**config.mk**
```make
export PLATFORM = sky130hd
export DESIGN_NAME = uart_tx_scheduler
export DESIGN_NICKNAME = d
export VERILOG_FILES = /design/src/rtl/uart_tx_scheduler.sv
export SDC_FILE = /design/constraint.sdc
export NUM_CORES = 1
export LEC_CHECK = 0
export CELL_PAD_IN_SITES_DETAIL_PLACEMENT = 0
export CELL_PAD_IN_SITES_GLOBAL_PLACEMENT = 2
export CORE_AREA = 2 2 86 88
export DETAILED_ROUTE_END_ITERATION = 16
export DIE_AREA = 0 0 88 90
export GPL_ROUTABILITY_DRIVEN = 0
export PLACE_DENSITY_LB_ADDON = 0.1
export SYNTH_ARGS = -nofsm -noshare
export SYNTH_HDL_FRONTEND = slang
export SYNTH_SLANG_ARGS = --single-unit
```
**constraint.sdc**
```tcl
create_clock -name clk -period 5.75 [get_ports clk]
set_clock_uncertainty 0.2 [all_clocks]
set_input_delay 1.15 -clock clk [delete_from_list [all_inputs] [get_ports clk]]
set_output_delay 1.15 -clock clk [all_outputs]
set_load 0.005 [all_outputs]
```
**src/rtl/uart_tx_scheduler.sv**
```systemverilog
// ---------------------------------------------------------------------------------------------
// uart_tx_scheduler
//
// Shares a single uarttx byte transmitter between NUM_REQ message sources. A source raises
// req while it has a message pending; the scheduler grants one source at a time, in
// round-robin order, and keeps the grant for the whole message. The grant is released only
// after the byte flagged by src_last has been sent.
//
// For every byte the scheduler:
//   1. latches the owner's byte onto txdata;
//   2. pulses wrsig and the owner's byte_ack together for one clock;
//   3. waits for tx_busy to rise, giving up after BUSY_TO clocks;
//   4. waits for tx_busy to fall;
//   5. idles for GAP_CYCLES clocks before the next byte or the release.
//
// All outputs are registered. The whole block runs on the divided UART clock.
//
// Parameters
//   NUM_REQ     number of requesters (2..8)
//   GAP_CYCLES  idle clocks enforced after tx_busy falls (>= 1)
//   BUSY_TO     clocks to wait for tx_busy to rise after wrsig (>= 1)
//
// Ports
//   clk       in   UART clock, all logic on posedge
//   reset     in   synchronous, active-high
//   req       in   [NUM_REQ]   per-source message pending, sampled only while idle
//   src_data  in   [8*NUM_REQ] current byte of source i at [8*i+7:8*i]
//   src_last  in   [NUM_REQ]   source i's current byte is its final byte
//   byte_ack  out  [NUM_REQ]   one-clock pulse: source i's byte was taken
//   grant     out  [NUM_REQ]   one-hot owner of the transmitter, 0 when idle
//   txdata    out  [8]         byte presented to uarttx
//   wrsig     out  1           one-clock write strobe to uarttx
//   tx_busy   in   1           uarttx is shifting a frame
//   active    out  1           scheduler is not idle
// ---------------------------------------------------------------------------------------------
module uart_tx_scheduler #(
    parameter int unsigned NUM_REQ    = 4,
    parameter int unsigned GAP_CYCLES = 16,
    parameter int unsigned BUSY_TO    = 8
) (
    input  logic                 clk,
    input  logic                 reset,
    input  logic [NUM_REQ-1:0]   req,
    input  logic [8*NUM_REQ-1:0] src_data,
    input  logic [NUM_REQ-1:0]   src_last,
    output logic [NUM_REQ-1:0]   byte_ack,
    output logic [NUM_REQ-1:0]   grant,
    output logic [7:0]           txdata,
    output logic                 wrsig,
    input  logic                 tx_busy,
    output logic                 active
);

    localparam int unsigned IdxW     = (NUM_REQ > 1) ? $clog2(NUM_REQ) : 1;
    localparam int unsigned BusyCntW = $clog2(BUSY_TO + 1);
    localparam int unsigned GapCntW  = $clog2(GAP_CYCLES + 1);

    typedef enum logic [2:0] {
        StIdle,
        StLoad,
        StWaitBusy,
        StWaitDone,
        StGap,
        StRelease
    } state_e;

    state_e                state_q,    state_d;
    logic [IdxW-1:0]       owner_q,    owner_d;
    logic [IdxW-1:0]       ptr_q,      ptr_d;
    logic                  last_q,     last_d;
    logic [BusyCntW-1:0]   busy_cnt_q, busy_cnt_d;
    logic [GapCntW-1:0]    gap_cnt_q,  gap_cnt_d;
    logic [NUM_REQ-1:0]    grant_q,    grant_d;
    logic [NUM_REQ-1:0]    byte_ack_q, byte_ack_d;
    logic [7:0]            txdata_q,   txdata_d;
    logic                  wrsig_q,    wrsig_d;
    logic                  active_q,   active_d;

    // Round-robin pick: first requester at or after the pointer, wrapping to source 0.
    logic                  pick_valid;
    logic [IdxW-1:0]       pick_idx;
    int unsigned           cand;
    logic [IdxW-1:0]       cand_idx;

    always_comb begin
        pick_valid = 1'b0;
        pick_idx   = '0;
        cand       = 0;
        cand_idx   = '0;
        for (int unsigned i = 0; i < NUM_REQ; i++) begin
            cand     = (32'(ptr_q) + i) % NUM_REQ;
            cand_idx = IdxW'(cand);
            if (!pick_valid && req[cand_idx]) begin
                pick_valid = 1'b1;
                pick_idx   = cand_idx;
            end
        end
    end

    // Byte and last flag of the current owner; only consumed in StLoad.
    logic [7:0]            owner_byte;
    logic                  owner_last;

    always_comb begin
        owner_byte = 8'h00;
        owner_last = 1'b0;
        for (int unsigned i = 0; i < NUM_REQ; i++) begin
            if (IdxW'(i) == owner_q) begin
                owner_byte = src_data[8*i +: 8];
                owner_last = src_last[i];
            end
        end
    end

    logic [NUM_REQ-1:0]    pick_onehot;
    logic [NUM_REQ-1:0]    owner_onehot;
    logic [IdxW-1:0]       ptr_after_owner;

    always_comb begin
        pick_onehot     = NUM_REQ'(1) << pick_idx;
        owner_onehot    = NUM_REQ'(1) << owner_q;
        ptr_after_owner = (owner_q == IdxW'(NUM_REQ - 1)) ? '0 : owner_q + 1'b1;
    end

    // Next-state and registered-output logic.
    always_comb begin
        state_d    = state_q;
        owner_d    = owner_q;
        ptr_d      = ptr_q;
        last_d     = last_q;
        busy_cnt_d = busy_cnt_q;
        gap_cnt_d  = gap_cnt_q;
        grant_d    = grant_q;
        txdata_d   = txdata_q;
        byte_ack_d = '0;
        wrsig_d    = 1'b0;

        unique case (state_q)
            StIdle: begin
                // tx_busy is deliberately ignored here; only a new request moves us on.
                if (pick_valid) begin
                    owner_d = pick_idx;
                    grant_d = pick_onehot;
                    state_d = StLoad;
                end
            end

            StLoad: begin
                txdata_d   = owner_byte;
                last_d     = owner_last;
                byte_ack_d = owner_onehot;
                wrsig_d    = 1'b1;
                busy_cnt_d = '0;
                state_d    = StWaitBusy;
            end

            StWaitBusy: begin
                // A transmitter that never raises busy must not stall the message.
                if (tx_busy) begin
                    state_d = StWaitDone;
                end else if (busy_cnt_q == BusyCntW'(BUSY_TO - 1)) begin
                    state_d = StWaitDone;
                end else begin
                    busy_cnt_d = busy_cnt_q + 1'b1;
                end
            end

            StWaitDone: begin
                if (!tx_busy) begin
                    gap_cnt_d = '0;
                    state_d   = StGap;
                end
            end

            StGap: begin
                if (gap_cnt_q == GapCntW'(GAP_CYCLES - 1)) begin
                    state_d = last_q ? StRelease : StLoad;
                end else begin
                    gap_cnt_d = gap_cnt_q + 1'b1;
                end
            end

            StRelease: begin
                grant_d = '0;
                ptr_d   = ptr_after_owner;
                state_d = StIdle;
            end

            default: begin
                state_d = StIdle;
                grant_d = '0;
            end
        endcase

        active_d = (state_d != StIdle);
    end

    always_ff @(posedge clk) begin
        if (reset) begin
            state_q    <= StIdle;
            owner_q    <= '0;
            ptr_q      <= '0;
            last_q     <= 1'b0;
            busy_cnt_q <= '0;
            gap_cnt_q  <= '0;
            grant_q    <= '0;
            byte_ack_q <= '0;
            txdata_q   <= 8'h00;
            wrsig_q    <= 1'b0;
            active_q   <= 1'b0;
        end else begin
            state_q    <= state_d;
            owner_q    <= owner_d;
            ptr_q      <= ptr_d;
            last_q     <= last_d;
            busy_cnt_q <= busy_cnt_d;
            gap_cnt_q  <= gap_cnt_d;
            grant_q    <= grant_d;
            byte_ack_q <= byte_ack_d;
            txdata_q   <= txdata_d;
            wrsig_q    <= wrsig_d;
            active_q   <= active_d;
        end
    end

    assign grant    = grant_q;
    assign byte_ack = byte_ack_q;
    assign txdata   = txdata_q;
    assign wrsig    = wrsig_q;
    assign active   = active_q;

endmodule
```
======== After elaboration in Yosys (flattened, before gate mapping) ========
Index checks and enable logic that the tools add are counted.
word-level totals
  flip-flop bits (word level) ............. 35
  latch bits .............................. 0
  bits in writable memories ............... 0
  bits in read-only memories .............. 0
  input port bits ......................... 43
  memories kept ........................... 0
cells by class
  add/subtract/negate cells ............... 6
  $mul .................................... 0
  divide/modulo/power cells ............... 0
  order comparisons ....................... 4
  equal/unequal tests ..................... 16
  shift operators ......................... 2
  mux-type cells .......................... 41
  bitwise logic cells ..................... 2
  reduce and logical (&&, ||, !) cells .... 17
operator list
  operator               count
  $mux W8                4
  $mux W3                6
  $pmux W4 S2            2
  $pmux W3 S5            1
  $mux W1                13
  $lt A2 B3 Y1 const B   4
  $mux W4                3
  $mux W2                5
  $mux W5                2
  $ne A2 B2 Y1 const B   5
  $pmux W5 S2            1
  $bmux W1 S2            4
  $shl A1 B2 Y4 const A  2
  $eq A3 B2 Y1 const B   2
  $eq A3 B3 Y1 const B   2
  $reduce_and A3 Y1      2
  $add A5 B1 Y5 const B  1
  $eq A5 B4 Y1 const B   1
  $add A2 B1 Y2 const B  2
  $add A2 B2 Y2 const B  2
  $add A4 B1 Y4 const B  1
  $eq A2 B2 Y1 const A   2
  $eq A4 B3 Y1 const B   1
  $reduce_and A2 Y1      2
  other kinds (12)       18

======== Depth between registers and ports, before layout ========
  depth after elaboration ................. 15
  mapped depth ............................ 8
  mapped depth without buffers ............ 7

======== Worst setup path after synthesis ========
OpenSTA, ideal clock, no wires.
  path kind ............................... input -> register
  start point ............................. in req[0]
  end point ............................... reg active_q (netlist: active)
  arrival ................................. 2049 ps
  required time ........................... 5423 ps
  slack ................................... 3374 ps
  cell stages on the path ................. 4
  path buffers ............................ 0
  cells stage by stage .................... nor4_2 or4_4 a31oi_2 or3_1
between the ends
  word-level cells in the longest chain between the ends .. 15
  elaborated cells between the ends (all ways) .. 21
  those cells by class .................... 14 x mux; 7 x reduce/logical
ends and longest elaborated chain
  what                           line  RTL
  start, declared                43    input logic [NUM_REQ-1:0] req,
  $bmux W1 S2                    93    if (!pick_valid && req[cand_idx]) begin
  $mux W1 (implied by the code)  93
  $mux W1                        93
  $logic_not A1 Y1               93
  $logic_and A1 B1 Y1            93
  $mux W1                        93
  $logic_not A1 Y1               93
  $logic_and A1 B1 Y1            93
  $mux W1                        93
  $logic_not A1 Y1               93
  $logic_and A1 B1 Y1            93
  $mux W1 *                      93
  $mux W3 *                      141   if (pick_valid) begin
  $pmux W3 S5 *                  138   unique case (state_q)
  $reduce_bool A3 Y1 *           195   active_d = (state_d != StIdle);
  end signal, assigned           222   active_q <= active_d;
  end, declared                  77    logic active_q, active_d;
Mark *: on every way between the ends. The rest lies on a longest branch, timed or not. The select of a mux whose other input is x is not followed.
A chain may end at the register's enable or synchronous reset.

==> results.md <==
Status:
- The flow ran to the end, and the final reports show no timing, DRC or antenna violations.

CTS:
- TritonCTS built the clock tree.
- Clock-pin slew was measured on the worst setup and hold paths at 0.07 ns.
- The number of setup buffers added after CTS is 0.
- The number of levels the H-tree was split into is 2.
- CTS placed an instance of clkbuf_8 at the clock tree root.
- The count of hold buffers inserted by post-cts repair is 0.
- The number of clock buffers added by TritonCTS is 5.
- The clock latency of the later-clocked register in the worst-skew pair is around 0.29 ns.
- The clock passes through at most 2 buffers.
- Counting every sink on the clock net gives 35.
- The number of gates resized after cts is 0.

Global routing:
- For this run, the total global-route usage over all layers was measured as 0.137.
- The global route total overflow is 0.
- The first global-routing pass estimated 8570 um of wire.
- The number of antenna violations at the first check in global routing came to 0.
- The largest net degree at the start of global routing is 21.
- The via count of the first global-routing pass is between 1500 and 2000.

Synthesis:
- When the netlist entered floorplanning its net count stood at roughly 270.
- The synthesized design contains 0 enable-type register cells.
- The register area share after synthesis is 0.364.
- The post-synthesis cell type count is 57.
- The proportion of register bits with asynchronous set or reset after synthesis is 0.
- The number of register bits inferred by synthesis is 35.
- The average footprint of a synthesized cell is approximately 8.7 um^2.
- During synthesis, Yosys emitted a total of 0 warnings.
- For this run, the leading register cell type out of synthesis is dfxtp_1.
- The post-synthesis instance area is between 0.0015 and 0.002 mm^2.
- The instance count of the mapped netlist is roughly 220.

Route:
- The number of vias per cell is ~4.7.
- After detailed routing, the average wire length per cell comes to around 14 um.
- The detailed router placed about 1800 vias in this run.
- The number of violations reported at the end of detailed-routing iteration 0 is 42.
- For this block, the routed nets add up to 5100 um of wire.
- For this run, design rule violations remaining after detail routing come to 0.
- In this run the remaining antenna-violating nets after routing total 0.
- For this run, the detailed router's first-pass iteration total came to 4.

Setup path:
- Measured in cells, the most critical reg-to-reg path has a length of 7.
- The arrival time at the worst endpoint is about 3 ns.
- The data required time of the critical path is roughly 5.7 ns.
- The kind of start point of the critical path is an input pin.
- The maximum fanout along the worst path is 20.
- The register-to-register setup slack is 3.54 ns.
- The worst register-to-register path begins at gap_cnt_q[0]$_SDFFE_PP0P_.
- The worst register-to-register path ends at gap_cnt_q[3]$_SDFFE_PP0P_.
- The worst setup path is captured at a flop.
- The critical setup path kind is input pin to flop.

STA:
- The total count of hold-check failures in the final report was 0.
- Dividing the final minimum period by the clock period gives 0.531.
- Setup repair after global routing left no endpoint under its margin.
- The total of endpoints with negative setup slack in the final report is 0.
- Timing would allow up to ~0.33 GHz.
- The final max-slew violation count is 0.
- The post-route minimum period is about 3.1 ns.
- The worst slew margin relative to its limit is 0.438.
- At the pin with the least slew margin, the transition time is between 0.8 and 0.9 ns.
- The final sum of negative setup slack is 0 ns.

Flow run:
- The number of max-capacitance violations reported is 0.

Floorplanning:
- Measured along the y axis, the die boundary spans around 90 um.
- The core region is between 0.007 and 0.008 mm^2.
- During I/O placement, the number of pins put on the boundary was 61.
- The initialized floorplan defines 31 standard-cell rows.
- The die is 88 um wide.
- The initial standard-cell utilization of the core is 0.274.
- The die covers slightly below 0.008 mm^2.

Finish:
- The share of final-layout standard cells stronger than drive strength 1 is 0.0982.
- Summing all non-filler instances in the final layout gives an area of approximately 0.0027 mm^2.
- The net count of the finished layout is ~330.
- The total inserted antenna cells is 0.
- The area growth from synthesis to layout is 40.8%.
- Leaving out fill and tap cells, the most frequent cells in the layout are clkdlybuf4s50_1, dfxtp_1, a21oi_1.
- The most frequent standard cell in the layout excluding fill and tap cells is clkdlybuf4s50_1.
- After the flow finishes, the layout carries non-filler instances totaling 374.

Placement:
- The placed instance count is about 370.
- Once placement finished, the instance area stood at 0.00257 mm^2.
- In this run the tool buffered the top-level ports with 60 buffer cells.
- The HPWL after detailed placement is 3760 um.

Power and ir drop:
- Power comes to 0.000714 W.
- The ratio of total power to cell area is between 200 and 300 mW/mm^2.
- The highest ir drop seen on vdd is approximately 100 uV.
- The analysis attributes to cell leakage a power of between 1 and 1.5 nW.

Hold path:
- In this run the worst hold path is classified as flop to flop.
- The worst hold path terminates at grant[0]$_SDFFE_PP0P_.
- Counting instances, the worst hold path has a depth of 1.
- The startpoint identified for the worst hold timing path is grant[0]$_SDFFE_PP0P_.
-- Yosys cell counts, types with 2 or more instances --
master    number  area, um^2
dfxtp_1       35         701
a21oi_1       23         115
nor2_1        21        78.8
inv_1         14        52.6
o21ai_1       13        65.1
nand2_1       12        45.0
clkbuf_1       8        30.0
ha_1           8         100
o21ai_0        8        40.0
a221oi_2       5        75.1
nor4_1         5        31.3
a221oi_1       4        35.0
a32o_1         4        40.0
buf_2          3        15.0
mux2i_1        3        30.0
nand3_1        3        15.0
nor2b_1        3        18.8
xnor2_1        3        26.3
and3b_1        2        17.5
and4bb_1       2        25.0
buf_1          2        7.51
buf_6          2        22.5
nand2b_1       2        12.5
nor3_1         2        10.0
nor3b_1        2        15.0
or3_1          2        12.5
-- per-layer routing --
layer  share of wire  vias up  global-route usage
li1                -      908                   -
met2            0.47       27               0.226
met4          0.0090        0              0.0385
met1            0.48      814               0.176
met5               0        -                   0
met3           0.031        6              0.0321
-- layout make-up --
type | instances | area [um^2]
sequential | 35 | 701
clock buffer | 5 | 68.8
multi-input combinational | 156 | 1080
fill | 748 | 4310
timing repair buffer | 61 | 608
inverter | 15 | 56.3
clock inverter | 3 | 67.6
tap | 99 | 124
-- worst max-delay path, cell delays in order --
cell and delay, ns:
clkdlybuf4s50_1 1.02, inv_1 0.40, o211a_2 0.25, a32o_1 0.20
-- stage by stage --
stage                     hold WS (ns)  utilization  setup slack, ns
after global placement           0.260        0.367             2.39
final                            0.276        0.386             2.70
after CTS                        0.284        0.386             2.67
after detailed placement         0.267        0.367             2.36
after global routing             0.306        0.386             2.57
after floorplan                  0.249            -             3.37
-- how the worst max path moves through the flow --
stage | startpoint | to | slack (ns)
after floorplan | req[0] | active$_SDFF_PP0_ | 3.37
after global placement | reset | grant[0]$_SDFFE_PP0P_ | 2.39
after detailed placement | reset | grant[2]$_SDFFE_PP0P_ | 2.36
after CTS | reset | grant[2]$_SDFFE_PP0P_ | 2.67
after global routing | reset | grant[1]$_SDFFE_PP0P_ | 2.57
final | reset | grant[1]$_SDFFE_PP0P_ | 2.70
-- registers in the layout, indices dropped and copies added, names as in the netlist --
signal and cells:
active 1, owner_q 2, last_q 1, grant 4
state_q 3, byte_ack 4, txdata 8, busy_cnt_q 4
wrsig 1, gap_cnt_q 5, ptr_q 2
-- logic make-up after synthesis --
group                      after synthesis  share of synthesized area
buffers and inverters                   31                     0.0722
adders and majority gates                8                     0.0520
muxes                                    4                     0.0215
xor gates and xnor gates                 4                     0.0182
DFF                                     35                      0.364
AOI/OAI and AO/OA                       67                      0.240
and+or+nand+nor                         73                      0.232
-- report_power, final --
| part | total (W) | internal (W) | switching, W |
|---|---|---|---|
| Clock | 0.000268 | 0.000173 | 0.0000950 |
| Combinational | 0.000167 | 0.0000899 | 0.0000767 |
| Sequential | 0.000280 | 0.000263 | 0.0000170 |
No activity file was read; power rests on OpenSTA's default activity.
